==> src/rtl/trap_pkg.sv <==
// Shared types and constants for the machine-mode trap sequencer.
package trap_pkg;

   typedef enum logic [2:0] {
      IDLE,
      TRAP,
      RET,
      REDIR,
      DRAIN
   } trap_state_e;

   typedef enum logic [1:0] {
      MTVAL_ZERO,
      MTVAL_PC,
      MTVAL_ADDR,
      MTVAL_INSTR
   } mtval_sel_e;

   localparam logic [4:0] CAUSE_IADDR_MIS = 5'd0;
   localparam logic [4:0] CAUSE_ILLEGAL   = 5'd2;
   localparam logic [4:0] CAUSE_BREAK     = 5'd3;
   localparam logic [4:0] CAUSE_LOAD_MIS  = 5'd4;
   localparam logic [4:0] CAUSE_STORE_MIS = 5'd6;
   localparam logic [4:0] CAUSE_ECALL_M   = 5'd11;
   localparam logic [4:0] CAUSE_MEXT_IRQ  = 5'd11;

   localparam logic [1:0] MTVEC_DIRECT   = 2'b00;
   localparam logic [1:0] MTVEC_VECTORED = 2'b01;

endpackage

==> src/rtl/trap_ctrl_if.sv <==
// Execute-stage trap sources, CSR write-back and PC redirect bundle of the trap sequencer.
interface trap_ctrl_if #(
   parameter int unsigned XLEN = 32
);
   logic            inst_addr_misaligned;
   logic            load_misaligned;
   logic            store_misaligned;
   logic            illegal_instr;
   logic            ecall;
   logic            ebreak;
   logic            mret;
   logic            ext_irq;
   logic            mstatus_mie;
   logic            mie_meie;
   logic [XLEN-1:0] pc_exe;
   logic [XLEN-1:0] pc_next;
   logic [XLEN-1:0] alu_result;
   logic [31:0]     instr_exe;
   logic [XLEN-1:0] mtvec;
   logic [XLEN-1:0] mepc_q;

   logic            csr_trap_we;
   logic            csr_mret_we;
   logic [XLEN-1:0] mepc_d;
   logic [XLEN-1:0] mcause_d;
   logic [XLEN-1:0] mtval_d;
   logic            flush;
   logic            stall;
   logic            redirect_valid;
   logic [XLEN-1:0] redirect_pc;
   logic            busy;

   modport slave (
      input  inst_addr_misaligned, load_misaligned, store_misaligned, illegal_instr,
             ecall, ebreak, mret, ext_irq, mstatus_mie, mie_meie,
             pc_exe, pc_next, alu_result, instr_exe, mtvec, mepc_q,
      output csr_trap_we, csr_mret_we, mepc_d, mcause_d, mtval_d,
             flush, stall, redirect_valid, redirect_pc, busy
   );

   modport master (
      output inst_addr_misaligned, load_misaligned, store_misaligned, illegal_instr,
             ecall, ebreak, mret, ext_irq, mstatus_mie, mie_meie,
             pc_exe, pc_next, alu_result, instr_exe, mtvec, mepc_q,
      input  csr_trap_we, csr_mret_we, mepc_d, mcause_d, mtval_d,
             flush, stall, redirect_valid, redirect_pc, busy
   );
endinterface

==> src/rtl/trap_prio_enc.sv <==
// Fixed-priority selection among synchronous exceptions and the external interrupt.
module trap_prio_enc
   import trap_pkg::*;
(
   input  logic       inst_addr_misaligned,
   input  logic       load_misaligned,
   input  logic       store_misaligned,
   input  logic       illegal_instr,
   input  logic       ecall,
   input  logic       ebreak,
   input  logic       irq_pending,
   output logic       trap_valid,
   output logic       is_irq,
   output logic [4:0] cause,
   output mtval_sel_e mtval_sel
);

   always_comb begin
      trap_valid = 1'b1;
      is_irq     = 1'b0;
      cause      = '0;
      mtval_sel  = MTVAL_ZERO;
      if (ebreak) begin
         cause = CAUSE_BREAK;
      end else if (inst_addr_misaligned) begin
         cause     = CAUSE_IADDR_MIS;
         mtval_sel = MTVAL_PC;
      end else if (illegal_instr) begin
         cause     = CAUSE_ILLEGAL;
         mtval_sel = MTVAL_INSTR;
      end else if (ecall) begin
         cause = CAUSE_ECALL_M;
      end else if (store_misaligned) begin
         cause     = CAUSE_STORE_MIS;
         mtval_sel = MTVAL_ADDR;
      end else if (load_misaligned) begin
         cause     = CAUSE_LOAD_MIS;
         mtval_sel = MTVAL_ADDR;
      end else if (irq_pending) begin
         cause  = CAUSE_MEXT_IRQ;
         is_irq = 1'b1;
      end else begin
         trap_valid = 1'b0;
      end
   end

endmodule

==> src/rtl/trap_ctrl.sv <==
// Machine-mode trap/mret sequencer: flush, CSR update strobe, fetch redirect, pipeline drain.
module trap_ctrl
   import trap_pkg::*;
#(
   parameter int unsigned XLEN         = 32,
   parameter int unsigned DRAIN_CYCLES = 2
) (
   input  logic        clk,
   input  logic        reset_n,
   trap_ctrl_if.slave  bus
);

   localparam int unsigned CW = (DRAIN_CYCLES > 1) ? $clog2(DRAIN_CYCLES) : 1;

   trap_state_e     state;
   logic [CW-1:0]   drain_cnt;
   logic            trap_valid;
   logic            is_irq;
   logic [4:0]      cause;
   mtval_sel_e      mtval_sel;
   logic [XLEN-1:0] mtval_next;
   logic [XLEN-1:0] vec_base;

   trap_prio_enc u_prio (
      .inst_addr_misaligned (bus.inst_addr_misaligned),
      .load_misaligned      (bus.load_misaligned),
      .store_misaligned     (bus.store_misaligned),
      .illegal_instr        (bus.illegal_instr),
      .ecall                (bus.ecall),
      .ebreak               (bus.ebreak),
      .irq_pending          (bus.ext_irq & bus.mstatus_mie & bus.mie_meie),
      .trap_valid           (trap_valid),
      .is_irq               (is_irq),
      .cause                (cause),
      .mtval_sel            (mtval_sel)
   );

   always_comb begin
      mtval_next = '0;
      case (mtval_sel)
         MTVAL_PC:    mtval_next = bus.pc_exe;
         MTVAL_ADDR:  mtval_next = bus.alu_result;
         MTVAL_INSTR: mtval_next = XLEN'(bus.instr_exe);
         default:     mtval_next = '0;
      endcase
   end

   // Vectored offset only applies to interrupts; modes 10/11 fall back to direct.
   always_comb begin
      vec_base = {bus.mtvec[XLEN-1:2], 2'b00};
      if (bus.mtvec[1:0] == MTVEC_VECTORED && bus.mcause_d[XLEN-1])
         vec_base = vec_base + XLEN'({bus.mcause_d[4:0], 2'b00});
   end

   // Outputs are registered: each branch sets the values seen during the next state.
   always_ff @(posedge clk or negedge reset_n) begin
      if (!reset_n) begin
         state              <= IDLE;
         drain_cnt          <= '0;
         bus.csr_trap_we    <= 1'b0;
         bus.csr_mret_we    <= 1'b0;
         bus.mepc_d         <= '0;
         bus.mcause_d       <= '0;
         bus.mtval_d        <= '0;
         bus.flush          <= 1'b0;
         bus.stall          <= 1'b0;
         bus.redirect_valid <= 1'b0;
         bus.redirect_pc    <= '0;
         bus.busy           <= 1'b0;
      end else begin
         bus.csr_trap_we    <= 1'b0;
         bus.csr_mret_we    <= 1'b0;
         bus.redirect_valid <= 1'b0;
         case (state)
            IDLE: begin
               if (trap_valid) begin
                  state           <= TRAP;
                  bus.mepc_d      <= is_irq ? bus.pc_next : bus.pc_exe;
                  bus.mcause_d    <= {is_irq, {(XLEN-6){1'b0}}, cause};
                  bus.mtval_d     <= mtval_next;
                  bus.csr_trap_we <= 1'b1;
                  bus.flush       <= 1'b1;
                  bus.stall       <= 1'b1;
                  bus.busy        <= 1'b1;
               end else if (bus.mret) begin
                  state           <= RET;
                  bus.csr_mret_we <= 1'b1;
                  bus.flush       <= 1'b1;
                  bus.stall       <= 1'b1;
                  bus.busy        <= 1'b1;
               end else begin
                  bus.flush <= 1'b0;
                  bus.stall <= 1'b0;
                  bus.busy  <= 1'b0;
               end
            end
            TRAP: begin
               state              <= REDIR;
               bus.redirect_pc    <= vec_base;
               bus.redirect_valid <= 1'b1;
            end
            RET: begin
               state              <= REDIR;
               bus.redirect_pc    <= {bus.mepc_q[XLEN-1:2], 2'b00};
               bus.redirect_valid <= 1'b1;
            end
            REDIR: begin
               state     <= DRAIN;
               drain_cnt <= CW'(DRAIN_CYCLES - 1);
            end
            DRAIN: begin
               if (drain_cnt == '0) begin
                  state     <= IDLE;
                  bus.flush <= 1'b0;
                  bus.stall <= 1'b0;
                  bus.busy  <= 1'b0;
               end else begin
                  drain_cnt <= drain_cnt - CW'(1);
               end
            end
            default: state <= IDLE;
         endcase
      end
   end

endmodule

==> src/flat_wrapper.sv <==
// flat-port wrapper written by rule: the top's interface ports become plain ports
module trap_ctrl_flat import trap_pkg::*;
#(
   parameter int unsigned XLEN         = 32,
   parameter int unsigned DRAIN_CYCLES = 2
)
  (clk, reset_n, bus_inst_addr_misaligned, bus_load_misaligned, bus_store_misaligned, bus_illegal_instr, bus_ecall, bus_ebreak, bus_mret, bus_ext_irq, bus_mstatus_mie, bus_mie_meie, bus_pc_exe, bus_pc_next, bus_alu_result, bus_instr_exe, bus_mtvec, bus_mepc_q, bus_csr_trap_we, bus_csr_mret_we, bus_mepc_d, bus_mcause_d, bus_mtval_d, bus_flush, bus_stall, bus_redirect_valid, bus_redirect_pc, bus_busy);
  trap_ctrl_if #(.XLEN(XLEN)) bus_i ();
  input  logic clk;
  input  logic reset_n;
  input wire logic [$bits(bus_i.inst_addr_misaligned)-1:0] bus_inst_addr_misaligned;
  input wire logic [$bits(bus_i.load_misaligned)-1:0] bus_load_misaligned;
  input wire logic [$bits(bus_i.store_misaligned)-1:0] bus_store_misaligned;
  input wire logic [$bits(bus_i.illegal_instr)-1:0] bus_illegal_instr;
  input wire logic [$bits(bus_i.ecall)-1:0] bus_ecall;
  input wire logic [$bits(bus_i.ebreak)-1:0] bus_ebreak;
  input wire logic [$bits(bus_i.mret)-1:0] bus_mret;
  input wire logic [$bits(bus_i.ext_irq)-1:0] bus_ext_irq;
  input wire logic [$bits(bus_i.mstatus_mie)-1:0] bus_mstatus_mie;
  input wire logic [$bits(bus_i.mie_meie)-1:0] bus_mie_meie;
  input wire logic [$bits(bus_i.pc_exe)-1:0] bus_pc_exe;
  input wire logic [$bits(bus_i.pc_next)-1:0] bus_pc_next;
  input wire logic [$bits(bus_i.alu_result)-1:0] bus_alu_result;
  input wire logic [$bits(bus_i.instr_exe)-1:0] bus_instr_exe;
  input wire logic [$bits(bus_i.mtvec)-1:0] bus_mtvec;
  input wire logic [$bits(bus_i.mepc_q)-1:0] bus_mepc_q;
  output wire logic [$bits(bus_i.csr_trap_we)-1:0] bus_csr_trap_we;
  output wire logic [$bits(bus_i.csr_mret_we)-1:0] bus_csr_mret_we;
  output wire logic [$bits(bus_i.mepc_d)-1:0] bus_mepc_d;
  output wire logic [$bits(bus_i.mcause_d)-1:0] bus_mcause_d;
  output wire logic [$bits(bus_i.mtval_d)-1:0] bus_mtval_d;
  output wire logic [$bits(bus_i.flush)-1:0] bus_flush;
  output wire logic [$bits(bus_i.stall)-1:0] bus_stall;
  output wire logic [$bits(bus_i.redirect_valid)-1:0] bus_redirect_valid;
  output wire logic [$bits(bus_i.redirect_pc)-1:0] bus_redirect_pc;
  output wire logic [$bits(bus_i.busy)-1:0] bus_busy;
  assign bus_i.inst_addr_misaligned = bus_inst_addr_misaligned;
  assign bus_i.load_misaligned = bus_load_misaligned;
  assign bus_i.store_misaligned = bus_store_misaligned;
  assign bus_i.illegal_instr = bus_illegal_instr;
  assign bus_i.ecall = bus_ecall;
  assign bus_i.ebreak = bus_ebreak;
  assign bus_i.mret = bus_mret;
  assign bus_i.ext_irq = bus_ext_irq;
  assign bus_i.mstatus_mie = bus_mstatus_mie;
  assign bus_i.mie_meie = bus_mie_meie;
  assign bus_i.pc_exe = bus_pc_exe;
  assign bus_i.pc_next = bus_pc_next;
  assign bus_i.alu_result = bus_alu_result;
  assign bus_i.instr_exe = bus_instr_exe;
  assign bus_i.mtvec = bus_mtvec;
  assign bus_i.mepc_q = bus_mepc_q;
  assign bus_csr_trap_we = bus_i.csr_trap_we;
  assign bus_csr_mret_we = bus_i.csr_mret_we;
  assign bus_mepc_d = bus_i.mepc_d;
  assign bus_mcause_d = bus_i.mcause_d;
  assign bus_mtval_d = bus_i.mtval_d;
  assign bus_flush = bus_i.flush;
  assign bus_stall = bus_i.stall;
  assign bus_redirect_valid = bus_i.redirect_valid;
  assign bus_redirect_pc = bus_i.redirect_pc;
  assign bus_busy = bus_i.busy;
  trap_ctrl #(.XLEN(XLEN), .DRAIN_CYCLES(DRAIN_CYCLES)) u_core (.clk(clk), .reset_n(reset_n), .bus(bus_i));
endmodule
==> config.mk <==
export PLATFORM = sky130hd
export DESIGN_NAME = trap_ctrl_flat
export DESIGN_NICKNAME = d
export VERILOG_FILES = /design/src/rtl/trap_pkg.sv /design/src/rtl/trap_ctrl_if.sv /design/src/rtl/trap_prio_enc.sv /design/src/rtl/trap_ctrl.sv /design/src/flat_wrapper.sv
export SDC_FILE = /design/constraint.sdc
export NUM_CORES = 1
export LEC_CHECK = 0
export ABC_AREA = 1
export CORE_MARGIN = 2
export CORE_UTILIZATION = 25
export DETAILED_ROUTE_END_ITERATION = 7
export SYNTH_ARGS = -nofsm -noshare
export SYNTH_HDL_FRONTEND = slang
export SYNTH_HIERARCHICAL = 1
export SYNTH_SLANG_ARGS = --single-unit
==> constraint.sdc <==
create_clock -name clk -period 1.8 [get_ports clk]
set_input_delay 0.18 -clock clk [delete_from_list [all_inputs] [get_ports clk]]
set_output_delay 0.18 -clock clk [all_outputs]
set_load 0.02 [all_outputs]
---- Word-level counts from Yosys, hierarchy flattened ----
Index checks and enable logic that the tools add are counted.
storage, ports and cells
  word-level logic and storage cells ...... 78
  register bits after elaboration ......... 110
  output and inout port bits .............. 134
operators by class
  reductions and logical operators ........ 9
  add/subtract/negate cells ............... 2
  muxes and demuxes ....................... 45
  bitwise operators ....................... 2
  equality and inequality tests ........... 10
operators with widths
  operator               count
  $pmux W32 S3           1
  $mux W32               2
  $pmux W32 S2           1
  $add A32 B7 Y32        1
  $mux W5                6
  $mux W1                22
  $mux W2                6
  $pmux W3 S4            1
  $mux W3                3
  $eq A3 B2 Y1 const B   2
  $reduce_and A2 Y1      3
  $reduce_bool A2 Y1     3
  $eq A2 B1 Y1 const B   2
  $eq A2 B2 Y1 const B   2
  $mux W4                1
  $pmux W1 S2            2
  $eq A3 B1 Y1 const B   1
  $eq A3 B3 Y1 const B   1
  $logic_not A3 Y1       1
  $ne A3 B2 Y1 const B   1
  $and A1 B1 Y1          2
  $ne A2 B2 Y1 const B   1
  $reduce_or A2 Y1       1
  $logic_and A1 B1 Y1    1
  $sub A1 B1 Y1 const B  1

---- Longest topological paths before layout ----
  depth in word-level cells ............... 11
  gate-level depth with buffers ........... 14
  mapped depth without buffers ............ 14

---- Modules after synthesis ----
Netlist, hierarchy kept.
by module, submodules not included
  module         cells each  area an instance (um^2)  times used
  trap_ctrl      976         6,791.5                  1
  trap_prio_enc  30          138.9                    1

---- Worst setup path after synthesis ----
No wires, ideal clock.
  kind .................................... reg2reg
  start point ............................. register u_core.bus.mcause_d[0]
  end point ............................... register u_core/bus.redirect_pc[10] (netlist bit)
  arrival time ............................ 1.807 ns
  data required time ...................... 1.682 ns
  stages on the path, launching flop included .. 13
  clock period less this slack ............ 1.925 ns
  slack ................................... -0.125 ns
  path through ............................ dfrtp_1 -> ha_1 -> fa_1 -> nand2_1 -> nand2_1 -> nand3_1 -> nand2_2 -> nand2_1 -> nor2_1 -> nand2_1 -> nand2_1 -> a21oi_1 -> nor2_1
between the ends
  longest elaborated chain between the ends .. 3
ends and longest elaborated chain
  item                    line                RTL
  from (decl)             trap_ctrl_if.sv:37  output csr_trap_we, csr_mret_we, mepc_d, mcause_d, mtval_d,
  from (signal assigned)  trap_ctrl.sv:79     bus.mcause_d <= {is_irq, {(XLEN-6){1'b0}}, cause};
  $add A32 B7 Y32         trap_ctrl.sv:52     vec_base = vec_base + XLEN'({bus.mcause_d[4:0], 2'b00});
  $mux W32                trap_ctrl.sv:51     if (bus.mtvec[1:0] == MTVEC_VECTORED && bus.mcause_d[XLEN-1])
  $pmux W32 S2            trap_ctrl.sv:74     case (state)
  to (signal assigned)    trap_ctrl.sv:99     bus.redirect_pc <= vec_base;
  to (signal assigned)    trap_ctrl.sv:104    bus.redirect_pc <= {bus.mepc_q[XLEN-1:2], 2'b00};
  to (decl)               trap_ctrl_if.sv:38  flush, stall, redirect_valid, redirect_pc, busy
Every way passes these cells.
A chain may end at the register's enable or synchronous reset.

---- Worst setup path in the final report ----
  start point ............................. register u_core.bus.mcause_d[0]
  end point ............................... register u_core/bus.redirect_pc[24] (netlist bit)
Same word-level chain as after synthesis.

==> flow_results.xml <==
<?xml version="1.0" encoding="UTF-8"?>
<metrics>
  <group name="pwr">
    <metric name="switching_share" unit="%">43.9</metric>
    <metric name="cell_internal_pwr" unit="uW">8400</metric>
    <metric name="p_sw" unit="uW">6570</metric>
    <metric name="irDropWorstVdd" unit="mV">0.683</metric>
    <metric name="pwr_total" unit="uW">15000</metric>
    <metric name="power-per-cell-area" unit="nW/um2">1270</metric>
    <metric name="pwr-share-comb" unit="%">57.9</metric>
    <metric name="clock_power_share" unit="%">13.9</metric>
    <metric name="power.leakage" unit="uW">0.00554</metric>
    <metric name="seq_power_share" unit="%">28.2</metric>
  </group>
  <group name="worst_setup_path">
    <metric name="start_kind" unit="">register</metric>
    <metric name="cp.arrival" unit="ps">2090</metric>
    <metric name="worst-path-max-fanout" unit="">5</metric>
    <metric name="cp-end-kind" unit="">register</metric>
    <metric name="worstSetupPathType" unit="">reg -&gt; reg</metric>
    <metric name="crit_required" unit="ps">2060</metric>
  </group>
  <group name="floorplanning">
    <metric name="die_x" unit="um">171</metric>
    <metric name="design.core.area" unit="um2">27100</metric>
    <metric name="die_h" unit="um">171</metric>
    <metric name="num_io_pins" unit="">338</metric>
    <metric name="initial_core_util" unit="%">25.6</metric>
    <metric name="die_area" unit="um2">29100</metric>
    <metric name="rows" unit="">60</metric>
  </group>
  <group name="clocking">
    <metric name="clock_tree.root_cell" unit="">clkbuf_16</metric>
    <metric name="cts_buffers" unit="">9</metric>
    <metric name="clk_pin_slew_worst_paths" unit="ps">80</metric>
    <metric name="clock_latency" unit="ps">370</metric>
    <metric name="clk_path_buf_depth" unit="">2</metric>
    <metric name="cts_htree_levels" unit="">3</metric>
    <metric name="cts_num_sinks" unit="">108</metric>
    <metric name="cts_tree" unit="">yes</metric>
  </group>
  <group name="synth">
    <metric name="synthesis.instances" unit="">1006</metric>
    <metric name="synth_seq_cells" unit="">108</metric>
    <metric name="synth_enable_flop_cells" unit="">0</metric>
    <metric name="netlist-cell-type-count" unit="">38</metric>
    <metric name="postSynth.asyncResetShare" unit="%">100</metric>
    <metric name="synth-main-ff-cell" unit="">dfrtp_1</metric>
    <metric name="synth-warning-count" unit="">6</metric>
    <metric name="synthesis.area_per_instance" unit="um2">6.89</metric>
    <metric name="synth_area" unit="um2">6930</metric>
    <metric name="sequential_cell_area_fraction_in_the_yosys_report" unit="%">39.0</metric>
  </group>
  <group name="cells_and_area">
    <metric name="layout.cells.most_common" unit="">nand2_1</metric>
    <metric name="final_layout_size_suffix_gt1_share" unit="%">15.7</metric>
    <metric name="finish.net_count" unit="">1599</metric>
    <metric name="final_cell_mix" unit="">nand2_1 (366), clkdlybuf4s50_1 (303), dfrtp_1 (106), buf_4 (97), nor2_1 (93)</metric>
    <metric name="layout-area-overhead-vs-synth" unit="%">69.7</metric>
    <metric name="final_cells" unit="">1767</metric>
    <metric name="final_cell_area" unit="um2">11800</metric>
  </group>
  <group name="global_route">
    <metric name="grt_overflow_total" unit="">0</metric>
    <metric name="grt_util_all_layers" unit="%">19.9</metric>
    <metric name="largest_net_degree_at_the_start_of_global_routing" unit="">59</metric>
    <metric name="grt_pass1_vias" unit="">7887</metric>
    <metric name="antenna_found_initial" unit="">4</metric>
    <metric name="grt_pass1_wl" unit="um">43800</metric>
  </group>
  <group name="drt">
    <metric name="detailedRoute.firstIterationViolations" unit="">508</metric>
    <metric name="routed-via-count" unit="">7978</metric>
    <metric name="routed_length_per_placed_instance" unit="um">16.7</metric>
    <metric name="drtAntennaViolNets" unit="">0</metric>
    <metric name="first_pass_iters" unit="">5</metric>
    <metric name="drc_errors_left" unit="">0</metric>
    <metric name="vias_per_cell" unit="">4.51</metric>
    <metric name="totalWireLength" unit="um">29500</metric>
  </group>
  <group name="sta">
    <metric name="timing.final.crit_period" unit="ps">1830</metric>
    <metric name="max-slew-margin-rel" unit="%">62.2</metric>
    <metric name="achievable-frequency" unit="MHz">545</metric>
    <metric name="final.setup.worst_slack" unit="ps">-34.2</metric>
    <metric name="tightest_slew" unit="ps">567</metric>
    <metric name="fin_worst_skew" unit="ps">12.7</metric>
    <metric name="rsz_0062_raised_after_global_routing" unit="">yes</metric>
    <metric name="finalCritPeriodShare" unit="%">102</metric>
    <metric name="finalHoldViolations" unit="">0</metric>
    <metric name="report.final.setup_viol" unit="">8</metric>
    <metric name="timing.final.max_slew_violations" unit="">0</metric>
  </group>
  <group name="run_status">
    <metric name="run_status" unit="">finished with violations</metric>
    <metric name="violated_checks" unit="">negative setup slack</metric>
  </group>
  <group name="run">
    <metric name="maxCapViolations" unit="">0</metric>
  </group>
  <group name="placed_design">
    <metric name="dp_hpwl" unit="um">23300</metric>
    <metric name="postPlaceCellArea" unit="um2">11100</metric>
    <metric name="numPortBuffers" unit="">307</metric>
    <metric name="placedCellCount" unit="">1745</metric>
    <metric name="gpl.final_weighted_congestion" unit="">0.891</metric>
    <metric name="place_ws" unit="ps">-448</metric>
  </group>
  <group name="min_path">
    <metric name="holdCritPathClass" unit="">in -&gt; async</metric>
  </group>
</metrics>
==> metrics by stage <==
step | utilization [%] | hold slack, ps | TNS [ps]
finish | 43.4 | 270 | -188
floorplan | - | -116 | 0
detailed placement | 40.9 | 121 | -27340
CTS | 42.6 | 278 | -131
global placement | 40.9 | 118 | -25620
global route | 43.4 | 298 | -2060
==> power groups by stage <==
| stage | registers (uW) | clock network, uW | logic, uW |
|---|---|---|---|
| global placement | 4190 | 0 | 8350 |
| floorplan | 5340 | 0 | 3200 |
| finish | 4220 | 2090 | 8660 |
| CTS | 4220 | 2150 | 8540 |
| detailed placement | 4220 | 0 | 8380 |
| global route | 4340 | 2230 | 9470 |
==> critical path, cell delays in order, from the launching register on <==
cell and delay, ps:
dfrtp_2 430, ha_4 170, fa_2 360, nand2_2 90
nand2_2 70, nand3_2 90, nand2_4 90, nand3_2 130
nor2_4 50, nand3_1 70, nand3_1 70, nand2_1 70
nand2_1 40
==> synth_stat cells, drive strengths merged (9+ instances only) <==
cell type	number	share of area [%]
inv	86	4.7
o21ai	82	6.0
nor2	109	6.8
nand4	9	0.81
o31ai	16	1.7
buf	58	6.0
a21oi	14	1.1
dfrtp	108	39
clkbuf	18	0.97
nand3	53	4.0
nand2	394	22
a221oi	17	2.1
==> registers in the layout, summed over array words and instances (netlist names) <==
name,flops
u_core/bus.mtval_d,32
u_core/bus.mepc_d,32
u_core/drain_cnt,1
u_core/state,3
u_core/bus.mcause_d,6
u_core/bus.redirect_valid,1
u_core/bus.csr_trap_we,1
u_core/bus.csr_mret_we,1
u_core/bus.redirect_pc,30
u_core/bus.busy,1
==> repair_timing <==
| item | CTS | global route |
|---|---|---|
| setup endpoints to repair | 23 | 70 |
| pin swaps | 11 | 39 |
| resized for setup | 25 | 52 |
| buffers inserted | 1 | 4 |
| hold endpoints to repair | 23 | 0 |
| hold buffers | 1 | 0 |
==> path summary, 6_finish.rpt <==
path / from / slack (ps) / depth (start not counted) / to
max: u_core/bus.mcause_d[0]$_DFFE_PN0P_ / -30 / 12 / u_core/bus.redirect_pc[24]$_DFFE_PN0P_
min: reset_n / 270 / 2 / u_core/bus.redirect_valid$_DFF_PN0_
max reg2reg: u_core/bus.mcause_d[0]$_DFFE_PN0P_ / -30 / 12 / u_core/bus.redirect_pc[24]$_DFFE_PN0P_
min reg2reg: u_core/bus.mtval_d[29]$_DFFE_PN0P_ / 480 / 2 / u_core/bus.mtval_d[29]$_DFFE_PN0P_
max in group asynchronous: reset_n / 810 / 3 / u_core/bus.mtval_d[21]$_DFFE_PN0P_
min in group clk: bus_mret / 390 / 3 / u_core/bus.csr_mret_we$_DFF_PN0_
==> per-layer routing <==
layer / share of wire, % / wire length (um) / track usage [%] / vias up
met5: 0.061 / 18 / 0 / -
met4: 2.8 / 830 / 6.76 / 4
met3: 9.4 / 2780 / 7.33 / 46
met2: 49 / 14400 / 34.2 / 346
met1: 39 / 11400 / 22.7 / 3668
li1: - / - / - / 3914
==> logic make-up after synthesis <==
logic type | synth area share, %
adder cells (fa/ha/maj) | 1.19
AND/OR/NAND/NOR | 34.5
other | 0.108
flip-flops | 39.0
AO/OA/AOI/OAI | 12.6
XOR/XNOR | 0.885
buffers and inverters | 11.7
==> layout make-up <==
class	count	area (um2)
Multi-Input combinational cell	763	3840
Antenna cell	1	2.50
Tap cell	372	465
Clock inverter	6	62.6
Clock buffer	10	239
Sequential cell	108	2710
Inverter	86	329
Timing Repair Buffer	421	4110
Fill cell	2793	15300
Note: power is estimated with default switching activity, not from simulation.
